$ cat src/rtl/x1_prog_loader_if.sv
// rtl/x1_prog_loader_if.sv - load-stream handshake between an upstream word source and the program loader
//
// Signals:
//   in_valid  upstream word valid (master drives)
//   in_data   upstream word, DW bits (master drives)
//   in_ready  loader accepts in_data this cycle (slave drives)
// A word moves on a rising edge where in_valid and in_ready are both high.
interface x1_prog_loader_if #(
   parameter int DW = 16
);
   logic          in_valid;
   logic [DW-1:0] in_data;
   logic          in_ready;

   modport master (output in_valid, output in_data, input in_ready);
   modport slave  (input in_valid, input in_data, output in_ready);
endinterface

$ cat src/rtl/x1_prog_loader.sv
// rtl/x1_prog_loader.sv - streams a program image into local memory, then releases the CPU
//
// Ports:
//   cpuClk     single clock, rising edge
//   cpuRst     asynchronous active-high reset
//   start      one-cycle request to begin a load (honoured in IDLE, DONE and ERR only)
//   len        words to load minus one, latched on an accepted start
//   ld         load stream (slave side): in_valid / in_data / in_ready
//   rd_addr    CPU fetch address
//   rd_data    mem[rd_addr], one cycle latency, old data on a same-cycle write
//   load_busy  high while words are being taken (LOAD, and CHK when present)
//   cpu_run    high in DONE; releases the downstream CPU
//   load_err   checksum mismatch flag (constant 0 without the checksum build)
//   wcount     words written in the current or last load
//
// Build option: define X1_LOAD_CHECKSUM_EN to append a checksum word after
// the program. The loader sums the loaded words modulo 2^DW, takes one extra
// word in CHK (never written to memory) and goes to DONE on a match or ERR
// otherwise.
module x1_prog_loader #(
   parameter  int DW    = 16,
   parameter  int DEPTH = 32,
   localparam int AW    = $clog2(DEPTH)
) (
   input  logic            cpuClk,
   input  logic            cpuRst,
   input  logic            start,
   input  logic [AW-1:0]   len,
   x1_prog_loader_if.slave ld,
   input  logic [AW-1:0]   rd_addr,
   output logic [DW-1:0]   rd_data,
   output logic            load_busy,
   output logic            cpu_run,
   output logic            load_err,
   output logic [AW:0]     wcount
);

`ifdef X1_LOAD_CHECKSUM_EN
   typedef enum logic [2:0] {IDLE, LOAD, CHK, DONE, ERR} state_t;
`else
   typedef enum logic [1:0] {IDLE, LOAD, DONE} state_t;
`endif

   state_t        state;
   logic [AW-1:0] addr;
   logic [AW-1:0] len_q;
   logic [DW-1:0] mem [DEPTH];
   logic          wr_en;

   // Only LOAD writes memory; the checksum word taken in CHK never does.
   assign wr_en = (state == LOAD) && ld.in_valid && ld.in_ready;

`ifdef X1_LOAD_CHECKSUM_EN
   logic [DW-1:0] sum;
`else
   assign load_err = 1'b0;
`endif

   always_ff @(posedge cpuClk or posedge cpuRst) begin
      if (cpuRst) begin
         state       <= IDLE;
         ld.in_ready <= 1'b0;
         load_busy   <= 1'b0;
         cpu_run     <= 1'b0;
         wcount      <= '0;
         addr        <= '0;
         len_q       <= '0;
`ifdef X1_LOAD_CHECKSUM_EN
         load_err    <= 1'b0;
         sum         <= '0;
`endif
      end else begin
         case (state)
`ifdef X1_LOAD_CHECKSUM_EN
            IDLE, DONE, ERR: begin
`else
            IDLE, DONE: begin
`endif
               if (start) begin
                  state       <= LOAD;
                  len_q       <= len;
                  addr        <= '0;
                  wcount      <= '0;
                  ld.in_ready <= 1'b1;
                  load_busy   <= 1'b1;
                  cpu_run     <= 1'b0;
`ifdef X1_LOAD_CHECKSUM_EN
                  load_err    <= 1'b0;
                  sum         <= '0;
`endif
               end
            end
            LOAD: begin
               if (wr_en) begin
                  wcount <= wcount + (AW+1)'(1);
`ifdef X1_LOAD_CHECKSUM_EN
                  sum    <= sum + ld.in_data;
`endif
                  // addr parks on the last word so a full-depth load never wraps.
                  if (addr == len_q) begin
`ifdef X1_LOAD_CHECKSUM_EN
                     state       <= CHK;
`else
                     state       <= DONE;
                     ld.in_ready <= 1'b0;
                     load_busy   <= 1'b0;
                     cpu_run     <= 1'b1;
`endif
                  end else begin
                     addr <= addr + AW'(1);
                  end
               end
            end
`ifdef X1_LOAD_CHECKSUM_EN
            CHK: begin
               if (ld.in_valid && ld.in_ready) begin
                  ld.in_ready <= 1'b0;
                  load_busy   <= 1'b0;
                  if (ld.in_data == sum) begin
                     state   <= DONE;
                     cpu_run <= 1'b1;
                  end else begin
                     state    <= ERR;
                     load_err <= 1'b1;
                  end
               end
            end
`endif
            default: begin
               state       <= IDLE;
               ld.in_ready <= 1'b0;
               load_busy   <= 1'b0;
               cpu_run     <= 1'b0;
            end
         endcase
      end
   end

   // Program memory keeps its contents through reset.
   always_ff @(posedge cpuClk) begin
      if (wr_en)
         mem[addr] <= ld.in_data;
   end

   // Reads sample the pre-write contents, giving read-before-write on a collision.
   always_ff @(posedge cpuClk or posedge cpuRst) begin
      if (cpuRst)
         rd_data <= '0;
      else
         rd_data <= mem[rd_addr];
   end

endmodule
$ cat src/flat_wrapper.sv
// flat-port wrapper written by rule: the top's interface ports become plain ports
module x1_prog_loader_flat 
#(
   parameter  int DW    = 16,
   parameter  int DEPTH = 32,
   localparam int AW    = $clog2(DEPTH)
)
  (cpuClk, cpuRst, start, len, rd_addr, rd_data, load_busy, cpu_run, load_err, wcount, ld_in_valid, ld_in_data, ld_in_ready);
  x1_prog_loader_if #(.DW(DW)) ld_i ();
  input  logic cpuClk;
  input  logic cpuRst;
  input  logic start;
  input  logic [AW-1:0] len;
  input  logic [AW-1:0] rd_addr;
  output logic [DW-1:0] rd_data;
  output logic load_busy;
  output logic cpu_run;
  output logic load_err;
  output logic [AW:0] wcount;
  input wire logic [$bits(ld_i.in_valid)-1:0] ld_in_valid;
  input wire logic [$bits(ld_i.in_data)-1:0] ld_in_data;
  output wire logic [$bits(ld_i.in_ready)-1:0] ld_in_ready;
  assign ld_i.in_valid = ld_in_valid;
  assign ld_i.in_data = ld_in_data;
  assign ld_in_ready = ld_i.in_ready;
  x1_prog_loader #(.DW(DW), .DEPTH(DEPTH)) u_core (.cpuClk(cpuClk), .cpuRst(cpuRst), .start(start), .len(len), .ld(ld_i), .rd_addr(rd_addr), .rd_data(rd_data), .load_busy(load_busy), .cpu_run(cpu_run), .load_err(load_err), .wcount(wcount));
endmodule
$ cat config.mk
export PLATFORM = sky130hd
export DESIGN_NAME = x1_prog_loader_flat
export DESIGN_NICKNAME = d
export VERILOG_FILES = /design/src/rtl/x1_prog_loader_if.sv /design/src/rtl/x1_prog_loader.sv /design/src/flat_wrapper.sv
export SDC_FILE = /design/constraint.sdc
export NUM_CORES = 1
export LEC_CHECK = 0
export CORE_MARGIN = 1
export CORE_UTILIZATION = 55
export DETAILED_ROUTE_END_ITERATION = 16
export PLACE_DENSITY = 0.72
export SYNTH_ARGS = -nofsm -noshare
export SYNTH_HDL_FRONTEND = slang
export SYNTH_SLANG_ARGS = --single-unit
$ cat constraint.sdc
create_clock -name cpuClk -period 5.4 [get_ports cpuClk]
set_clock_uncertainty 0.1 [all_clocks]
set_input_delay 1.08 -clock cpuClk [delete_from_list [all_inputs] [get_ports cpuClk]]
set_output_delay 1.08 -clock cpuClk [all_outputs]
set_load 0.03 [all_outputs]
==> impl_metrics.ini <==
[finish]
regArea_um2 = 16300
multi_input_area_um2 = 4270
final_cell_count_no_fill = 1605
fin_area_um2 = 23900
drive_gt1_share_pct = 22.5
layout.nets = 1087
fillers = 2543
insertedDiodeCount = 0
syn_to_final_growth_pct = 13.9

[die]
boundaryPins = 56
core-area_um2 = 37600
start_util_pct = 55.8
dieArea_um2 = 38900
rows = 71
die_h_um = 197
die_x_um = 197

[place]
placed_area_um2 = 22100
io_buffers = 54
gp_congestion = 0.829
dp_hpwl_um = 26400
dp_cells = 1508

[global_routing]
grtUsageTotal_pct = 24.3
grt-ovfl-total = 0
grt_pass1_vias = 9953
grt_max_degree = 66
grt_pass1_wl_um = 67000
antenna_found_initial = 1

[min_path]
hp-class = register to register
min_path_cells = 2

[timing]
tightest_slew_ns = 1.31
achievable-frequency_mhz = 331
holdWs_ns = 0.403
relSlewSlack_pct = 12.1
finalHoldViolCount = 0
min_period_over_period_pct = 56.0
maxSlewViolCount = 0
finalSetupViolations = 0
tns_ns = 0
rsz0062_at_grt = false
min_period_ns = 3.02

[critical_path]
cp.required_ns = 5.50
cp.arrival_ns = 3.13
critical_path_class = primary input to register
cp-end-kind = register
cp_max_fo = 16
critPathLaunchType = primary input
reg2reg_depth = 3

[clocking]
ctsHoldBuffers = 0
h-tree-depth = 2
clock-sinks = 547
cts.reportedPaths.clkPinSlew_ns = 0.06
numCtsBuffers = 53
cts_buffer_depth = 3
cts_resized = 0
cts_setup_buffers = 0
cts_tree = done
clockRootBuffer = clkbuf_16
clk_latency_ns = 0.58

[synth]
syn-instance-count = 945
ys_warn_count = 0
syn_avg_cell_area_um2 = 22.2
synth-edff-count = 512
ys_ff_latch = 547
synthTopCellsByArea = edfxtp_1 (73%), mux4_2 (11%), dfrtp_1 (4.2%)
synthesis.nets = 980
synthFlopType = edfxtp_1
ys_types = 45
synth_area_um2 = 21000
yosys.area.top_type = edfxtp_1
synthArstFlopShare_pct = 6.40
synth_top_area_share_pct = 73.4
ys_seq_area_share_pct = 77.5

[routing]
met2WireLength_um = 23200
drtIter0Drc = 1062
dr.pass1.iters = 5
num_vias = 9939
wl_met3_um = 3140
postRouteAntennaNets = 0
wl_met1_um = 18500
dr.max_layer_used = met4
drc = 0
wirelength_um = 45800
via_per_inst = 6.19
wl_per_cell_um = 28.6

[job]
drv_cap = 0

[power_and_ir_drop]
powerDensity_nw_per_um2 = 400
p_leak_nw = 7.70
vdd_ir_drop_max_uv = 274

[run_status]
outcome = completed
-- cells in the mapped netlist, types with 2 or more instances --
master and instances:
a22o_1 2, and3_1 3, buf_12 10, buf_2 21, buf_4 2, buf_6 4
clkbuf_1 11, dfrtp_1 35, edfxtp_1 512, ha_1 5, inv_1 7, mux2i_1 2
mux4_1 24, mux4_2 104, nand2_1 36, nand3_1 7, nand3b_1 7, nand4_1 2
nor2_1 39, nor2b_1 2, nor4_1 6, nor4_2 10, o21ai_0 2, o22ai_1 64
xnor2_1 5, xor2_1 4
-- cell type report --
cell class | count | area share, %
multi-input cells | 342 | 17.9
well taps | 511 | 2.68
flip-flops and latches | 547 | 68.1
clock buffers | 73 | 6.04
repair buffers | 101 | 3.90
inverters | 7 | 0.110
clock inverters | 24 | 1.31
-- layer usage --
metal / vias to the layer above / GRT usage, %
met4: 0 / 6.55
li1: 4198 / -
met3: 63 / 4.40
met5: - / 0
met2: 379 / 39.8
met1: 5299 / 34.2
-- path summary, 6_finish.rpt --
check,start,slack (ns),to
setup reg to reg,u_core.cpu_run,2.93,u_core.mem[14][9]
hold reg to reg,u_core.len_q[0],0.40,u_core.len_q[0]
min in group asynchronous,cpuRst,0.91,u_core.wcount[2]
setup / recovery,ld_in_valid,2.38,u_core.mem[14][9]
hold / removal,u_core.len_q[0],0.40,u_core.len_q[0]
max in group asynchronous,cpuRst,3.75,u_core.cpu_run
-- state kept, by name, indices dropped and copies added, names as in the netlist --
| name | cells |
|---|---|
| u_core.ld.in_ready | 1 |
| u_core.rd_data | 16 |
| u_core.wcount | 6 |
| u_core.len_q | 5 |
| u_core.state | 1 |
| u_core.mem | 512 |
| u_core.addr | 5 |
| u_core.cpu_run | 1 |
-- cell families after synthesis --
logic type	synth area share, %
compound gates	2.37
xor+xnor	0.376
fa+ha+maj	0.299
buf+inv	2.08
flops	77.5
mux	14.3
other cells	0.0179
simple gates	3.03
-- through the flow --
step | setup WS (ns) | total power (W) | utilization (%)
global route | 2.23 | 0.00982 | 63.5
global placement | 1.45 | 0.00587 | 58.9
floorplan | 2.45 | 0.00554 | -
finish | 2.38 | 0.00955 | 63.5
detailed placement | 1.34 | 0.00590 | 58.9
CTS | 1.96 | 0.00960 | 63.5
-- power by group --
group / switching [W] / total [W] / internal (W)
Combinational: 0.000558 / 0.000890 / 0.000332
Sequential: 0.000101 / 0.00492 / 0.00482
Clock: 0.00154 / 0.00374 / 0.00220
-- critical path, cell delays in order --
cell and delay (ns):
clkdlybuf4s50_1 0.52, and4b_1 0.46, nand2_1 0.30, nor2_2 0.76
-- layout by cell type, fill, tap and decap left out, types with 7 or more instances in the layout --
cell type / instances
edfxtp_1: 512
mux4_2: 104
o22ai_1: 64
clkbuf_16: 53
clkdlybuf4s50_1: 52
buf_4: 45
nor2_1: 38
nand2_1: 36
dfrtp_1: 35
mux4_1: 24
clkbuf_1: 16
nor4_2: 10
clkinv_2: 10
nand3_1: 7
nand3b_1: 7
bufinv_16: 7
(Power assumes the default switching activity.)
